`config.mk`:
```
export PLATFORM = sky130hd
export DESIGN_NAME = ws2812_frame_scheduler
export DESIGN_NICKNAME = d
export VERILOG_FILES = /design/src/rtl/ws2812_pkg.sv /design/src/rtl/ws2812_rr_arb.sv /design/src/rtl/ws2812_frame_scheduler.sv
export SDC_FILE = /design/constraint.sdc
export NUM_CORES = 1
export LEC_CHECK = 0
export BUFFER_PORTS_ARGS = -buffer_cell sky130_fd_sc_hd__buf_2
export CAP_MARGIN = 20
export CORE_ASPECT_RATIO = 0.6
export CORE_MARGIN = 4
export CORE_UTILIZATION = 49
export CTS_CLUSTER_DIAMETER = 30
export DETAILED_ROUTE_END_ITERATION = 6
export GPL_ROUTABILITY_DRIVEN = 0
export PLACE_DENSITY = 0.78
export SYNTH_ARGS = -nofsm -noshare
export SYNTH_HDL_FRONTEND = slang
export SYNTH_SLANG_ARGS = --single-unit
```
`constraint.sdc`:
```
create_clock -name clk100 -period 2.19 [get_ports clk100]
set_clock_uncertainty 0.15 [all_clocks]
set_input_delay 0.438 -clock clk100 [delete_from_list [all_inputs] [get_ports clk100]]
set_output_delay 0.438 -clock clk100 [all_outputs]
set_load 0.005 [all_outputs]
```
`src/rtl/ws2812_pkg.sv`:
```
// Shared types and defaults for the WS2812 frame scheduler.
// Contents: FSM state enum, 24-bit GRB colour type, default inter-frame gap,
// and a per-channel brightness scaling helper.
package ws2812_pkg;

    typedef enum logic [2:0] {
        IDLE,
        OWN_A,
        OWN_B,
        KICK,
        SEND,
        GAP
    } state_t;

    typedef logic [23:0] color_t;

    // 300 us of idle line at 100 MHz latches the LED chain.
    localparam int unsigned DEFAULT_MIN_GAP = 30000;

    // (ch * level) >> 8 for one 8-bit colour channel.
    function automatic logic [7:0] scale_channel(input logic [7:0] ch, input logic [7:0] level);
        logic [15:0] prod;
        prod = 16'(ch) * 16'(level);
        return prod[15:8];
    endfunction

endpackage

```
`src/rtl/ws2812_rr_arb.sv`:
```
// Two-way round-robin choice between requesters A and B.
// Ports:
//   clk100, reset : clock, synchronous active-high reset
//   a_req, b_req  : pending requests
//   take          : high when the scheduler is free to start a new owner
//   pick_b_c      : combinational choice, 1 = grant B, 0 = grant A
module ws2812_rr_arb (
    input  logic clk100,
    input  logic reset,
    input  logic a_req,
    input  logic b_req,
    input  logic take,
    output logic pick_b_c
);

    // 1 = B has priority on a tie (A was served last); reset favours A.
    logic prio_b;

    assign pick_b_c = b_req && (!a_req || prio_b);

    always_ff @(posedge clk100) begin
        if (reset) begin
            prio_b <= 1'b0;
        end else if (take && (a_req || b_req)) begin
            prio_b <= !pick_b_c;
        end
    end

endmodule

```
`src/rtl/ws2812_frame_scheduler.sv`:
```
// Arbitrates two pixel writers into a WS2812 colour RAM, then kicks the LED
// driver to send the frame and enforces the latch gap before the next owner.
// Optional macro WS2812_BRIGHTNESS_EN adds an 8-bit brightness input that
// scales every colour channel on its way into the RAM.
// Ports:
//   clk100, reset                            : clock, synchronous active-high reset
//   a_req/a_last/a_addr/a_data, a_gnt        : requester A pixel stream
//   b_req/b_last/b_addr/b_data, b_gnt        : requester B pixel stream
//   ram_we, ram_wraddress, ram_data          : colour-RAM write port
//   update_request, update_done              : frame-send handshake with driver
//   busy                                     : scheduler not in IDLE
//   drop_err                                 : sticky, an out-of-range beat was seen
//   brightness (WS2812_BRIGHTNESS_EN only)   : channel scale factor
module ws2812_frame_scheduler
    import ws2812_pkg::*;
#(
    parameter int unsigned LED_NUM  = 16,
    parameter int unsigned ADDR_BIT = $clog2(LED_NUM) + 1,
    parameter int unsigned MIN_GAP  = DEFAULT_MIN_GAP
) (
    input  logic                clk100,
    input  logic                reset,
`ifdef WS2812_BRIGHTNESS_EN
    input  logic [7:0]          brightness,
`endif
    input  logic                a_req,
    input  logic                a_last,
    input  logic [ADDR_BIT-1:0] a_addr,
    input  logic [23:0]         a_data,
    output logic                a_gnt,
    input  logic                b_req,
    input  logic                b_last,
    input  logic [ADDR_BIT-1:0] b_addr,
    input  logic [23:0]         b_data,
    output logic                b_gnt,
    output logic                ram_we,
    output logic [ADDR_BIT-1:0] ram_wraddress,
    output logic [23:0]         ram_data,
    output logic                update_request,
    input  logic                update_done,
    output logic                busy,
    output logic                drop_err
);

    localparam int unsigned GAP_W = $clog2(MIN_GAP + 1);

    state_t              state;
    logic [GAP_W-1:0]    gap_cnt;
    logic                pick_b_c;
    logic                accept_c;
    logic                beat_last_c;
    logic [ADDR_BIT-1:0] beat_addr_c;
    color_t              beat_data_c;
    color_t              wr_data_c;
    logic                in_range_c;

    ws2812_rr_arb u_arb (
        .clk100   (clk100),
        .reset    (reset),
        .a_req    (a_req),
        .b_req    (b_req),
        .take     (state == IDLE),
        .pick_b_c (pick_b_c)
    );

    // Select the beat of the current owner; a beat only counts while granted.
    always_comb begin
        accept_c    = 1'b0;
        beat_last_c = 1'b0;
        beat_addr_c = '0;
        beat_data_c = '0;
        if (state == OWN_A) begin
            accept_c    = a_req && a_gnt;
            beat_last_c = a_last;
            beat_addr_c = a_addr;
            beat_data_c = a_data;
        end else if (state == OWN_B) begin
            accept_c    = b_req && b_gnt;
            beat_last_c = b_last;
            beat_addr_c = b_addr;
            beat_data_c = b_data;
        end
    end

    assign in_range_c = 32'(beat_addr_c) < LED_NUM;

`ifdef WS2812_BRIGHTNESS_EN
    assign wr_data_c = {scale_channel(beat_data_c[23:16], brightness),
                        scale_channel(beat_data_c[15:8],  brightness),
                        scale_channel(beat_data_c[7:0],   brightness)};
`else
    assign wr_data_c = beat_data_c;
`endif

    // Scheduler FSM; all outputs are registered here.
    always_ff @(posedge clk100) begin
        if (reset) begin
            state          <= IDLE;
            a_gnt          <= 1'b0;
            b_gnt          <= 1'b0;
            ram_we         <= 1'b0;
            ram_wraddress  <= '0;
            ram_data       <= '0;
            update_request <= 1'b0;
            busy           <= 1'b0;
            drop_err       <= 1'b0;
            gap_cnt        <= '0;
        end else begin
            ram_we <= 1'b0;
            if (accept_c) begin
                if (in_range_c) begin
                    ram_we        <= 1'b1;
                    ram_wraddress <= beat_addr_c;
                    ram_data      <= wr_data_c;
                end else begin
                    drop_err <= 1'b1;
                end
            end

            case (state)
                IDLE: begin
                    if (a_req || b_req) begin
                        state <= pick_b_c ? OWN_B : OWN_A;
                        busy  <= 1'b1;
                    end
                end
                // Grant rises one cycle into ownership and drops with the last beat.
                OWN_A: begin
                    if (accept_c && beat_last_c) begin
                        state <= KICK;
                        a_gnt <= 1'b0;
                    end else begin
                        a_gnt <= 1'b1;
                    end
                end
                OWN_B: begin
                    if (accept_c && beat_last_c) begin
                        state <= KICK;
                        b_gnt <= 1'b0;
                    end else begin
                        b_gnt <= 1'b1;
                    end
                end
                // One cycle for the final RAM write to land before the driver starts.
                KICK: begin
                    state          <= SEND;
                    update_request <= 1'b1;
                end
                SEND: begin
                    if (update_done) begin
                        state          <= GAP;
                        update_request <= 1'b0;
                        gap_cnt        <= '0;
                    end
                end
                GAP: begin
                    if (gap_cnt == GAP_W'(MIN_GAP - 1)) begin
                        state   <= IDLE;
                        busy    <= 1'b0;
                        gap_cnt <= '0;
                    end else begin
                        gap_cnt <= gap_cnt + GAP_W'(1);
                    end
                end
                default: begin
                    state          <= IDLE;
                    a_gnt          <= 1'b0;
                    b_gnt          <= 1'b0;
                    update_request <= 1'b0;
                    busy           <= 1'b0;
                end
            endcase
        end
    end

endmodule

```
Word-level counts from Yosys, hierarchy flattened
Cells that the tools add are included.
Widths: inputs -> output; s select.
{ "op_classes": {"addsub": 1, "reduce_logical": 23, "n_shift": 0, "mux": 26, "eq_ne": 10, "bitwise": 4, "n_div": 0, "mul": 0, "magnitude_cmp": 1} }
{ "ops": {"columns": ["operator", "n"], "rows": [
  ["$mux 24", 2],
  ["$mux 15", 2],
  ["$pmux 15 s2", 1],
  ["$add 15x1->15 const B", 1],
  ["$eq 15x15->1 const B", 1],
  ["$pmux 3 s5", 1],
  ["$mux 3", 4],
  ["$mux 5", 2],
  ["$reduce_or 5->1", 2],
  ["$mux 1", 9],
  ["$reduce_and 2->1", 4],
  ["$reduce_or 4->1", 2],
  ["$eq 3x2->1 const B", 2],
  ["$eq 3x3->1 const B", 2],
  ["$ne 2x2->1 const B", 3],
  ["$pmux 1 s3", 2],
  ["$logic_and 1x1->1", 5],
  ["$lt 5x5->1 const B", 1],
  ["$not 1->1", 4],
  ["$pmux 1 s2", 2],
  ["$reduce_and 4->1", 1],
  ["$reduce_or 2->1", 2],
  ["$eq 3x1->1 const B", 1],
  ["$logic_not 3->1", 1],
  ["other kinds (6)", 8]
]} }
{ "totals": {"latchBits": 0, "n_memories": 0, "word_cells": 76, "reg_bits": 54, "in_bits": 65, "ramBits": 0, "output_inout_bits": 35, "romBits": 0} }

Logic depth before layout (Yosys ltp)
{ "logic_depth": {"depth_word": 6, "depth_mapped": 7} }

Modules after synthesis
Synthesis repeated with hierarchy kept, for this count alone.
{ "hier_totals": {"cells_unflattened": 296, "hier_area_um2": 2552.4} }
{ "modules_own_cells": {"columns": ["mod", "area_per_inst_um2", "seq_area_each_um2", "instances", "cells_each"], "rows": [
  ["ws2812_frame_scheduler", 2494.9, 1061.0, 1, 290],
  ["ws2812_rr_arb", 57.6, 20.0, 1, 6]
]} }

Worst setup path after synthesis
Ideal clock, no wire load.
{ "synth_path": {"kind": "register to register", "from": "register gap_cnt[0]", "to": "register gap_cnt[12]", "synth_period_minus_slack_ns": 1.943, "t_arrival_ns": 1.676, "required_time_ns": 1.923, "setup_slack_ns": 0.247, "stages_incl_launch_ff": 7, "cell_sequence": "dfxtp_1 > ha_1 > nand3_1 > or4_1 > nor2_1 > xor2_1 > a22o_1"} }
{ "synth_via": {"elab_chain_cells": 3, "word_cells_on_any_way": 4, "classes_between": "add/sub (1); eq/ne (1); mux (2)"} }
{ "synth_lines": {"columns": ["element", "line", "source"], "rows": [
  ["from (decl)", "ws2812_frame_scheduler.sv:48", "logic [GAP_W-1:0] gap_cnt;"],
  ["from (signal assigned)", "ws2812_frame_scheduler.sv:162", "gap_cnt <= gap_cnt + GAP_W'(1);"],
  ["$add 15x1->15 or $eq 15x15->1 (tied branches)", "ws2812_frame_scheduler.sv:162, ws2812_frame_scheduler.sv:157", null],
  ["$mux 15 (*)", "ws2812_frame_scheduler.sv:157", "if (gap_cnt == GAP_W'(MIN_GAP - 1)) begin"],
  ["$pmux 15 s2 (*)", "ws2812_frame_scheduler.sv:120", "case (state)"]
]} }
Every way passes the cells marked *; elsewhere a longest branch is shown, timed or not.
A chain may end at the register's enable or synchronous reset.

Final worst setup path
{ "layout_path": {"from": "register gap_cnt[1]", "to": "register gap_cnt[14]"} }
Same word-level chain as after synthesis.

==> results.json <==
{
  "diodes": 0,
  "syn2layout_area_growth_pct": 24.87,
  "timing.slew.headroom_pct": 54.61,
  "leakage_nw": 1.354,
  "hold_viol_final": 0,
  "ir_worst_vdd_v": 0.0006119,
  "io_pins": 100,
  "path_class": "reg -> reg",
  "die-area_um2": 6554,
  "synth_edf_count": 0,
  "cpPeakStageDelay_ps": 590,
  "post_cts_buffers": 0,
  "ant_nets": 0,
  "num-nets-final": 454,
  "yosys_register_bits": 54,
  "synthesis.area_um2": 2591,
  "mostFrequentLayoutCells": "buf_2 (99), dfxtp_1 (53), nor2_1 (44)",
  "fillers": 460,
  "setup_violations": 0,
  "post-route-period-util_pct": 93.66,
  "endpoint_kind": "flip-flop",
  "synth-main-ff-cell": "dfxtp_1",
  "ys_types": 48,
  "start_util_pct": 51.01,
  "dp_cells": 447,
  "cts_resized": 0,
  "slowest_stage": "or4_1",
  "drv_cap": 0,
  "row_count": 20,
  "htreeDepth": 2,
  "ys_seq_area_share_pct": 41.72,
  "drt_iter0_drc": 206,
  "drcViolationCount": 0,
  "clk_pin_slew_ps": 110,
  "gr-total-overflow": 0,
  "power_density_nw_per_um2": 855.0,
  "rsz0062_at_grt": "no",
  "clock-root-buffer": "clkbuf_8",
  "cts_max_path_buffers": 2,
  "die_w_um": 101.9,
  "cp_data_required_time_ps": 2270,
  "vias_per_cell": 5.574,
  "avgSynthCellArea_um2": 8.814,
  "final_layout_size_suffix_gt1_share_pct": 34.45,
  "firstDrtPassIters": 5,
  "grt_usage_pct": 19.62,
  "final_common_cell": "buf_2",
  "synthArstFlopShare_pct": 0,
  "vias": 2536,
  "avgRoutedWirePerCell_um": 14.36,
  "clk_latency_ps": 310,
  "hpwl_um": 4927,
  "io_buffers": 99,
  "wl_um": 6536,
  "finalNonFillerCells": 455,
  "max_freq_mhz": 487.5,
  "worstPathCellList": "ha_2 -> nand3_2 -> or4_1 -> nor3_1 -> a21oi_1 -> a31oi_1",
  "worst_slew_pin_slew_ps": 678.6,
  "antenna_found_initial": 0,
  "path_max_fanout": 4,
  "ctsHoldBuffers": 0,
  "syn_nets": 360,
  "grt_pass1_wl_um": 10520,
  "grt_max_degree": 43,
  "cts_sinks": 54,
  "timing.hold.ws_ps": 268.9,
  "slew_violations": 0,
  "worstPathArrival_ps": 2130,
  "fin_crit_ps": 2051,
  "cts-buffers-inserted": 5,
  "grt_pass1_vias": 2262,
  "hp-class": "in -> reg",
  "coreArea_um2": 5080,
  "synth_warnings": 0,
  "postSynthCellCount": 294,
  "die_h_um": 64.33,
  "outcome": "complete, no violations",
  "setup_tns_ps": 0,
  "worstSetupStartpointType": "flip-flop",
  "cts_tree": "done"
}
[registers in the layout, summed over array words and instances (netlist names)]
| register | count |
|---|---|
| ram_we | 1 |
| u_arb.prio_b | 1 |
| drop_err | 1 |
| update_request | 1 |
| busy | 1 |
| a_gnt | 1 |
| state | 3 |
| b_gnt | 1 |
| ram_data | 24 |
| ram_wraddress | 5 |
| gap_cnt | 15 |
[metal layers]
layer  share of wire, %  global-route usage [%]  up-vias
met5                  0                       0        -
met4               0.49                   2.946        0
met3                9.6                   5.562        4
met2                 42                   29.64      102
met1                 47                   28.31     1140
li1                   -                       -     1290
[report_power, final]
| group | total [mW] | switching, mW | internal (mW) |
|---|---|---|---|
| Combinational | 1.03 | 0.566 | 0.463 |
| Sequential | 1.16 | 0.0811 | 1.08 |
| Clock | 0.575 | 0.344 | 0.232 |
[worst paths after layout]
kind,startpoint,endpoint,slack (ps),cells past startpoint
worst max-delay path,gap_cnt[1]$_SDFFE_PP0P_,gap_cnt[14]$_SDFFE_PP0P_,140,6
worst min-delay path,b_req,u_arb.prio_b$_SDFFE_PP0P_,270,2
worst max register to register,gap_cnt[1]$_SDFFE_PP0P_,gap_cnt[14]$_SDFFE_PP0P_,140,6
worst min register to register,drop_err$_SDFFE_PP0P_,drop_err$_SDFFE_PP0P_,330,2
[logic make-up (layout without fill, tap and decap cells)]
logic type / count (synthesis) / count (layout) / share of synthesized area (%)
AO/OA/AOI/OAI: 102 / 102 / 27.86
AND/OR/NAND/NOR: 100 / 100 / 20.72
flip-flops: 54 / 54 / 41.72
buffers and inverters: 30 / 125 / 6.760
XOR/XNOR: 5 / 5 / 1.690
multiplexers: 2 / 2 / 0.7726
adder cells (fa/ha/maj): 1 / 1 / 0.4828
[layout make-up]
type                       count  area, µm²  area share [%]
clock inverter                 3      25.02          0.7734
sequential                    54       1082           33.45
clock buffer                   5      68.82           2.127
tap                           66      82.58           2.552
multi-input combinational    210       1364           42.15
timing repair buffer         109      583.1           18.02
inverter                       8      30.03          0.9281
[through the flow]
stage	setup WS (ps)	power [mW]	area, µm²	utilization [%]
3_3_place_gp	165.7	2.185	3133	61.67
3_5_place_dp	48.22	2.201	3133	61.67
5_1_grt	27.14	2.970	3236	63.69
2_1_floorplan	247.4	1.901	2591	-
6_report	138.8	2.767	3236	63.69
4_1_cts	30.20	2.777	3227	63.52
[cell usage after synthesis (2+ instances only)]
master / n / area (µm²)
dfxtp_1: 54 / 1081
nor2_1: 44 / 165.2
a22oi_1: 30 / 225.2
a211oi_1: 29 / 217.7
a21oi_1: 15 / 75.07
nand2_1: 15 / 56.30
clkbuf_1: 9 / 33.78
inv_1: 8 / 30.03
o21ai_0: 8 / 40.04
nand3_1: 7 / 35.03
a22o_1: 6 / 52.55
buf_2: 6 / 30.03
a31oi_1: 5 / 31.28
nor3_1: 5 / 25.02
clkbuf_8: 4 / 55.05
nor3b_1: 4 / 30.03
xor2_1: 4 / 35.03
and2b_2: 3 / 26.28
and4_1: 3 / 26.28
nand3b_1: 3 / 22.52
buf_6: 2 / 22.52
mux2i_1: 2 / 20.02
nand4_1: 2 / 12.51
nand4bb_1: 2 / 22.52
[worst max-delay path: cells and delay by family, from the launching register on]
family	cells	cell delay (ps)
and+or+nand+nor	3	920
adders and majority gates	1	230
AOI/OAI and AO/OA	2	280
DFF	1	390
(Power assumes the default switching activity.)
